File: src/rtl/router_ctrl_fsm.sv
// Control FSM of the 1x3 packet router: decodes the header address and sequences header/payload/parity loads.
// Define ROUTER_FSM_STATE_DBG_EN to add the state_dbg output carrying the raw state register.
module router_ctrl_fsm (
  input  logic       clock,
  input  logic       resetn,
  input  logic       pkt_valid,
  input  logic [1:0] data_in,
  input  logic       parity_done,
  input  logic       low_pkt_valid,
  input  logic       fifo_full,
  input  logic       fifo_empty_0,
  input  logic       fifo_empty_1,
  input  logic       fifo_empty_2,
  input  logic       soft_reset_0,
  input  logic       soft_reset_1,
  input  logic       soft_reset_2,
  output logic       detect_add,
  output logic       lfd_state,
  output logic       ld_state,
  output logic       laf_state,
  output logic       full_state,
  output logic       write_enb_reg,
  output logic       rst_int_reg,
  output logic       busy
`ifdef ROUTER_FSM_STATE_DBG_EN
  ,
  output logic [2:0] state_dbg
`endif
);

  typedef enum logic [2:0] {
    DECODE_ADDRESS     = 3'd0,
    LOAD_FIRST_DATA    = 3'd1,
    LOAD_DATA          = 3'd2,
    LOAD_PARITY        = 3'd3,
    FIFO_FULL_STATE    = 3'd4,
    LOAD_AFTER_FULL    = 3'd5,
    WAIT_TILL_EMPTY    = 3'd6,
    CHECK_PARITY_ERROR = 3'd7
  } state_t;

  state_t     state, next_state;
  logic [1:0] addr;
  logic       fifo_empty_addr;
  logic       soft_reset_sel;

  always_ff @(posedge clock) begin
    if (resetn) begin
      state <= DECODE_ADDRESS;
      addr  <= 2'd0;
    end else begin
      state <= next_state;
      if (state == DECODE_ADDRESS) addr <= data_in;
    end
  end

  // Only the port currently latched in addr can soft-reset the FSM; address 3 selects no port.
  always_comb begin
    fifo_empty_addr = 1'b0;
    soft_reset_sel  = 1'b0;
    case (addr)
      2'd0: begin fifo_empty_addr = fifo_empty_0; soft_reset_sel = soft_reset_0; end
      2'd1: begin fifo_empty_addr = fifo_empty_1; soft_reset_sel = soft_reset_1; end
      2'd2: begin fifo_empty_addr = fifo_empty_2; soft_reset_sel = soft_reset_2; end
      default: begin fifo_empty_addr = 1'b0; soft_reset_sel = 1'b0; end
    endcase
  end

  always_comb begin
    next_state = state;
    if (soft_reset_sel) begin
      next_state = DECODE_ADDRESS;
    end else begin
      case (state)
        DECODE_ADDRESS: begin
          if (pkt_valid) begin
            case (data_in)
              2'd0: next_state = fifo_empty_0 ? LOAD_FIRST_DATA : WAIT_TILL_EMPTY;
              2'd1: next_state = fifo_empty_1 ? LOAD_FIRST_DATA : WAIT_TILL_EMPTY;
              2'd2: next_state = fifo_empty_2 ? LOAD_FIRST_DATA : WAIT_TILL_EMPTY;
              default: next_state = DECODE_ADDRESS;
            endcase
          end
        end
        LOAD_FIRST_DATA: next_state = LOAD_DATA;
        LOAD_DATA: begin
          if (fifo_full)       next_state = FIFO_FULL_STATE;
          else if (!pkt_valid) next_state = LOAD_PARITY;
        end
        FIFO_FULL_STATE: if (!fifo_full) next_state = LOAD_AFTER_FULL;
        LOAD_AFTER_FULL: begin
          if (parity_done)        next_state = DECODE_ADDRESS;
          else if (low_pkt_valid) next_state = LOAD_PARITY;
          else                    next_state = LOAD_DATA;
        end
        LOAD_PARITY:        next_state = CHECK_PARITY_ERROR;
        CHECK_PARITY_ERROR: next_state = fifo_full ? FIFO_FULL_STATE : DECODE_ADDRESS;
        WAIT_TILL_EMPTY:    if (fifo_empty_addr) next_state = LOAD_FIRST_DATA;
        default:            next_state = DECODE_ADDRESS;
      endcase
    end
  end

  // Handshake: while busy=1 the input side must hold pkt_valid/data_in; when busy=0
  // (DECODE_ADDRESS, LOAD_DATA) the current input byte is consumed at the next rising edge.
  always_comb begin
    detect_add    = (state == DECODE_ADDRESS);
    lfd_state     = (state == LOAD_FIRST_DATA);
    ld_state      = (state == LOAD_DATA);
    laf_state     = (state == LOAD_AFTER_FULL);
    full_state    = (state == FIFO_FULL_STATE);
    rst_int_reg   = (state == CHECK_PARITY_ERROR);
    write_enb_reg = (state == LOAD_DATA) || (state == LOAD_PARITY) || (state == LOAD_AFTER_FULL);
    busy          = !((state == DECODE_ADDRESS) || (state == LOAD_DATA));
  end

`ifdef ROUTER_FSM_STATE_DBG_EN
  assign state_dbg = state;
`endif

endmodule

File: config.mk
export PLATFORM = sky130hd
export DESIGN_NAME = router_ctrl_fsm
export DESIGN_NICKNAME = d
export VERILOG_FILES = /design/src/rtl/router_ctrl_fsm.sv
export SDC_FILE = /design/constraint.sdc
export NUM_CORES = 1
export LEC_CHECK = 0
export CAP_MARGIN = 0
export CORE_AREA = 2 2 39 41
export DETAILED_ROUTE_END_ITERATION = 7
export DIE_AREA = 0 0 41 43
export PLACE_DENSITY_LB_ADDON = 0.25
export SYNTH_ARGS = -nofsm -noshare
export SYNTH_HDL_FRONTEND = slang
export SYNTH_SLANG_ARGS = --single-unit
File: constraint.sdc
create_clock -name clock -period 2.05 [get_ports clock]
set_input_delay 0.205 -clock clock [delete_from_list [all_inputs] [get_ports clock]]
set_output_delay 0.205 -clock clock [all_outputs]
set_load 0.05 [all_outputs]
==> flow_metrics.py, run 1 <==
metrics = {
    "run_status": {
        "status": "completed",
    },
    "critical_path": {
        "cp-end-kind": "primary output",
        "crit_required_ns": 1.85,
        "worstPathMaxFanout": 17,
        "crit_path_top_delay_cell": "dfxtp_1",
        "slowest_delay_ns": 0.66,
        "r2r_end": "state[1]",
        "cp-startpoint": "state[1]",
        "r2r-start": "state[1]",
        "path_depth": 5,
        "critPathTopFamily": "flip-flops",
        "r2r_cells": 4,
        "cp_num_buf_inv": 2,
        "cp.arrival_ns": 1.58,
        "crit_chain": "inv_1, nand2_1, nor2_1, a21o_1, buf_4",
        "worstSetupPathType": "reg -> out",
        "start_kind": "flop",
        "r2r_slack_ns": 0.36,
    },
    "placed_design": {
        "dp_hpwl_um": 951,
        "port_buffers": 21,
        "globalplace.congestion": 0.773,
    },
    "cts": {
        "numCtsBuffers": 3,
        "cts_tree": "yes",
        "cts_hold_buffers": 0,
        "htreeDepth": 1,
        "clock_latency_ns": 0.24,
        "clock_path_buffers": 2,
        "clk_pin_slew_ns": 0.04,
        "cts.sinks": 5,
        "cts_root_buf": "clkbuf_4",
        "post-cts-setup-buffers": 0,
        "cts_resized": 0,
    },
    "power_and_ir_drop": {
        "pwr-share-clk_pct": 19.7,
        "cellPowerDensity_nw_per_um2": 821,
        "p_seq_share_pct": 26.2,
        "intPower_mw": 0.325,
        "switching_share_pct": 44.1,
        "pwr-share-comb_pct": 54.1,
        "total_power_mw": 0.582,
        "p_leak_nw": 0.296,
        "ir_worst_vdd_v": 0.000433,
        "p_sw_mw": 0.257,
    },
    "finish": {
        "area_delta_synth_final_pct": 48.6,
        "final_cell_mix": "clkdlybuf4s50_1, nor2_1, buf_4, inv_1, dfxtp_1",
        "fin_util_pct": 51.2,
        "antenna_cells": 0,
        "final_common_cell": "clkdlybuf4s50_1",
        "drive_gt1_share_pct": 20.5,
        "nets": 98,
    },
    "sta": {
        "rsz0062_at_grt": "false",
        "finalHoldViolations": 0,
        "worst_pin_slew_ns": 0.555,
        "final.min_clock_period_ns": 1.78,
        "fmax_ghz": 0.561,
        "fin_skew_ns": 0.00152,
        "relSlewSlack_pct": 63.0,
        "finalMaxSlewViolations": 0,
        "setup_viol": 0,
        "final.setup.tns_ns": 0,
        "finalCritPeriodShare_pct": 86.9,
    },
    "run": {
        "drv_cap": 0,
    },
    "die": {
        "io_pins": 22,
        "die_w_um": 41,
        "fp.dieH_um": 43,
        "core_area_um2": 1380,
        "num_rows": 14,
        "initial_core_util_pct": 34.4,
        "fp.dieArea_um2": 1760,
    },
    "worst_hold_path": {
        "min_to": "addr[0]",
        "min_path_cells": 2,
        "hold_path.class": "in -> reg",
        "min-delay-start": "resetn",
    },
    "route": {
        "ant_nets": 0,
        "dr.pass1.iters": 4,
        "route.detailed.drc": 0,
        "routed-via-count": 531,
        "wl_per_cell_um": 12.2,
        "wl_um": 1210,
        "vias_per_cell": 5.36,
        "drt_iter0_drc": 3,
    },
    "logic_synthesis": {
        "synth-seq-area-share_pct": 21.0,
        "synth_enable_flop_cells": 0,
        "syn_nets": 76,
        "synth_seq_cells": 5,
        "synth_area_leaders": "dfxtp_1, mux2i_1, nor2_1",
        "ys_warn_count": 0,
        "async_reset_ff_share_pct": 0,
        "synth.distinct_cells": 32,
        "syn_avg_cell_area_um2": 7.69,
        "yosysTopAreaCell": "dfxtp_1",
        "syn_inst": 62,
        "synth_top_cell_area_share_pct": 21.0,
        "synth_ff_type": "dfxtp_1",
        "syn_area_um2": 477,
    },
    "global_route": {
        "grt_pass1_vias": 469,
        "grt_max_degree": 18,
        "grt_pass1_wl_um": 1870,
        "overflow": 0,
        "grt_usage_pct": 15.1,
        "antenna_found_initial": 0,
    },
}
## how the worst max path moves through the flow
stage	to	slack (ns)
2_1_floorplan	write_enb_reg	0.01
3_3_place_gp	state[1]	0.29
3_5_place_dp	state[1]	0.19
4_1_cts	write_enb_reg	0.28
5_1_grt	write_enb_reg	0.18
6_report	write_enb_reg	0.27
## layer usage
layer,vias up,share of wire (%),track usage (%)
li1,269,-,-
met1,244,45,20.0
met5,-,0,0
met4,0,1.7,6.00
met3,2,4.7,2.09
met2,16,48,23.4
## synth_stat cells, types with 2 or more instances
library cell,instances
nand3b_1,2
buf_2,3
a31oi_1,2
dfxtp_1,5
inv_1,5
mux2i_1,4
a311oi_1,2
o21ai_0,2
nor3_1,2
nor2_1,10
a21oi_1,4
## final cells by class
class | instances | area [um^2]
sequential | 5 | 100
inverter | 5 | 18.8
multi-input combinational | 48 | 340
fill | 144 | 676
clock buffer | 4 | 26.3
tap | 16 | 20.0
timing repair buffer | 21 | 203
## power groups by stage
stage	combinational (mW)	sequential, mW	clock [mW]
floorplan	0.241	0.122	0
global placement	0.312	0.153	0
detailed placement	0.315	0.153	0
CTS	0.316	0.152	0.117
global route	0.333	0.157	0.119
finish	0.315	0.152	0.115
## flip-flops by register name (all words and copies together) (netlist names)
signal / flops
state: 3
addr: 2
## through the flow
stage                     setup slack (ns)  instances  cell area (um^2)  hold slack, ns
after floorplan                     0.0117         62               482           0.277
after global placement               0.287         95               682           0.578
after detailed placement             0.191         95               682           0.591
after CTS                            0.285         99               708           0.542
after global routing                 0.177         99               708           0.581
final                                0.269         99               708           0.544
## logic make-up (layout without fill, tap and decap cells)
family                   count (synthesis)  in the layout  synth area share (%)
AND/OR/NAND/NOR                         23             23                  24.9
AO/OA/AOI/OAI                           18             18                  30.2
buffers and inverters                    9             30                  8.66
multiplexers                             6              6                  13.1
flip-flops                               5              5                  21.0
adder cells (fa/ha/maj)                  1              1                  2.10
Power figures use the tool's default switching activity.
==> run 2, diff against run 1 <==
--- a/config.mk
+++ b/config.mk
@@ -9,7 +9,9 @@
 export CORE_AREA = 2 2 39 41
 export DETAILED_ROUTE_END_ITERATION = 7
 export DIE_AREA = 0 0 41 43
+export MAX_ROUTING_LAYER = met4
 export PLACE_DENSITY_LB_ADDON = 0.25
+export SKIP_LAST_GASP = 1
 export SYNTH_ARGS = -nofsm -noshare
 export SYNTH_HDL_FRONTEND = slang
 export SYNTH_SLANG_ARGS = --single-unit
==> flow_metrics.py, run 2 (same netlist as run 1, synthesis figures left out) <==
metrics = {
    "power_and_ir_drop": {
        "pwr-share-comb_pct": 54.1,
        "ir_worst_vdd_v": 0.000432,
        "switching_share_pct": 44.1,
        "p_seq_share_pct": 26.2,
        "p_leak_nw": 0.296,
        "intPower_mw": 0.325,
        "cellPowerDensity_nw_per_um2": 821,
        "p_sw_mw": 0.256,
        "pwr-share-clk_pct": 19.7,
    },
    "global_route": {
        "grt_pass1_vias": 469,
        "antenna_found_initial": 0,
        "grt_usage_pct": 15.4,
        "grt_max_degree": 18,
        "grt_pass1_wl_um": 1870,
        "overflow": 0,
    },
    "finish": {
        "largest_register": "state",
        "design_area_um2": 708,
        "nets": 98,
        "largest_register_ffs": 3,
        "antenna_cells": 0,
        "multi_input_area_um2": 340,
        "drive_gt1_share_pct": 20.5,
        "final_cell_mix": "clkdlybuf4s50_1, nor2_1, buf_4, inv_1, dfxtp_1",
        "seqCellArea_um2": 100,
        "area_delta_synth_final_pct": 48.6,
        "nFillCells": 144,
        "reg_top3": "state: 3 flops, addr: 2 flops",
        "final_common_cell": "clkdlybuf4s50_1",
    },
    "sta": {
        "final.setup.tns_ns": 0,
        "setup_ws_ns": 0.269,
        "rsz0062_at_grt": "false",
        "relSlewSlack_pct": 63.0,
        "finalHoldViolations": 0,
        "worst_pin_slew_ns": 0.555,
        "finalMaxSlewViolations": 0,
        "hold_slack_ns": 0.544,
        "fmax_ghz": 0.561,
        "final.min_clock_period_ns": 1.78,
        "finalCritPeriodShare_pct": 86.9,
        "fin_skew_ns": 0.00152,
        "setup_viol": 0,
    },
    "critical_path": {
        "start_kind": "flop",
        "worstSetupPathType": "reg -> out",
        "worstPathMaxFanout": 17,
        "cp.arrival_ns": 1.58,
        "cp-end-kind": "primary output",
        "crit_required_ns": 1.85,
    },
    "die": {
        "initial_core_util_pct": 34.4,
        "core_area_um2": 1380,
        "fp.dieArea_um2": 1760,
        "fp.dieH_um": 43,
        "io_pins": 22,
        "die_w_um": 41,
        "num_rows": 14,
    },
    "cts": {
        "numCtsBuffers": 3,
        "post-cts-setup-buffers": 0,
        "htreeDepth": 1,
        "cts_hold_buffers": 0,
        "clk_pin_slew_ns": 0.04,
        "cts_resized": 0,
        "clock_latency_ns": 0.24,
        "clock_path_buffers": 2,
        "cts.sinks": 5,
        "cts_tree": "yes",
        "cts_root_buf": "clkbuf_4",
    },
    "route": {
        "wl_per_cell_um": 12.2,
        "routed-via-count": 531,
        "drt_iter0_drc": 3,
        "route.detailed.drc": 0,
        "wl_um": 1210,
        "vias_per_cell": 5.36,
        "dr.pass1.iters": 4,
        "ant_nets": 0,
    },
    "placed_design": {
        "place_area_um2": 682,
        "place_ws_ns": 0.191,
        "port_buffers": 21,
        "dp_hpwl_um": 951,
        "globalplace.congestion": 0.784,
    },
    "run_status": {
        "status": "completed",
    },
    "worst_hold_path": {
        "hold_path.class": "in -> reg",
    },
    "run": {
        "drv_cap": 0,
    },
}
run 2: cell counts in the layout (fill, tap and decap cells not counted):
No cell type changed its count.
run 2: worst max-delay path, cell delays in order (launching register included):
cell and delay (ns):
dfxtp_1 0.66, inv_1 0.12, nand2_1 0.15, nor2_1 0.07
a21o_1 0.15, buf_4 0.18
run 2: path summary, 6_finish.rpt:
kind	cells past startpoint	slack, ns	startpoint	endpoint
max reg2reg	4	0.36	state[1]	state[1]
min	2	0.54	resetn	addr[0]
min reg2reg	2	0.59	addr[0]	addr[0]
max	5	0.27	state[1]	write_enb_reg
run 2: routing by layer:
metal  vias to the layer above  part of all wire, %  track usage, %
li1                        269                    -               -
met1                       244                   45            20.3
met2                        16                   48            23.4
met3                         2                  4.6            1.57
met4                         0                  1.7            6.00
met5                         -                    0               -
run 2: metrics by stage:
stage,instances,power [mW],util [%]
after floorplan,62,0.363,-
after global placement,95,0.465,49.3
after detailed placement,95,0.468,49.3
after CTS,99,0.584,51.2
after global routing,99,0.609,51.2
final,99,0.581,51.2
run 2: cell type report:
type                    instances  area share (%)
repair buffers                 21            28.6
inverters                       5            2.65
well taps                      16            2.83
multi-input cells              48            48.1
clock buffers                   4            3.71
flip-flops and latches          5            14.1
run 2: power groups by stage:
| stage | clock network [mW] | logic [mW] | registers, mW |
|---|---|---|---|
| floorplan | 0 | 0.241 | 0.122 |
| detailed placement | 0 | 0.315 | 0.153 |
| global placement | 0 | 0.312 | 0.153 |
| global route | 0.119 | 0.333 | 0.157 |
| CTS | 0.117 | 0.316 | 0.152 |
| finish | 0.115 | 0.315 | 0.152 |
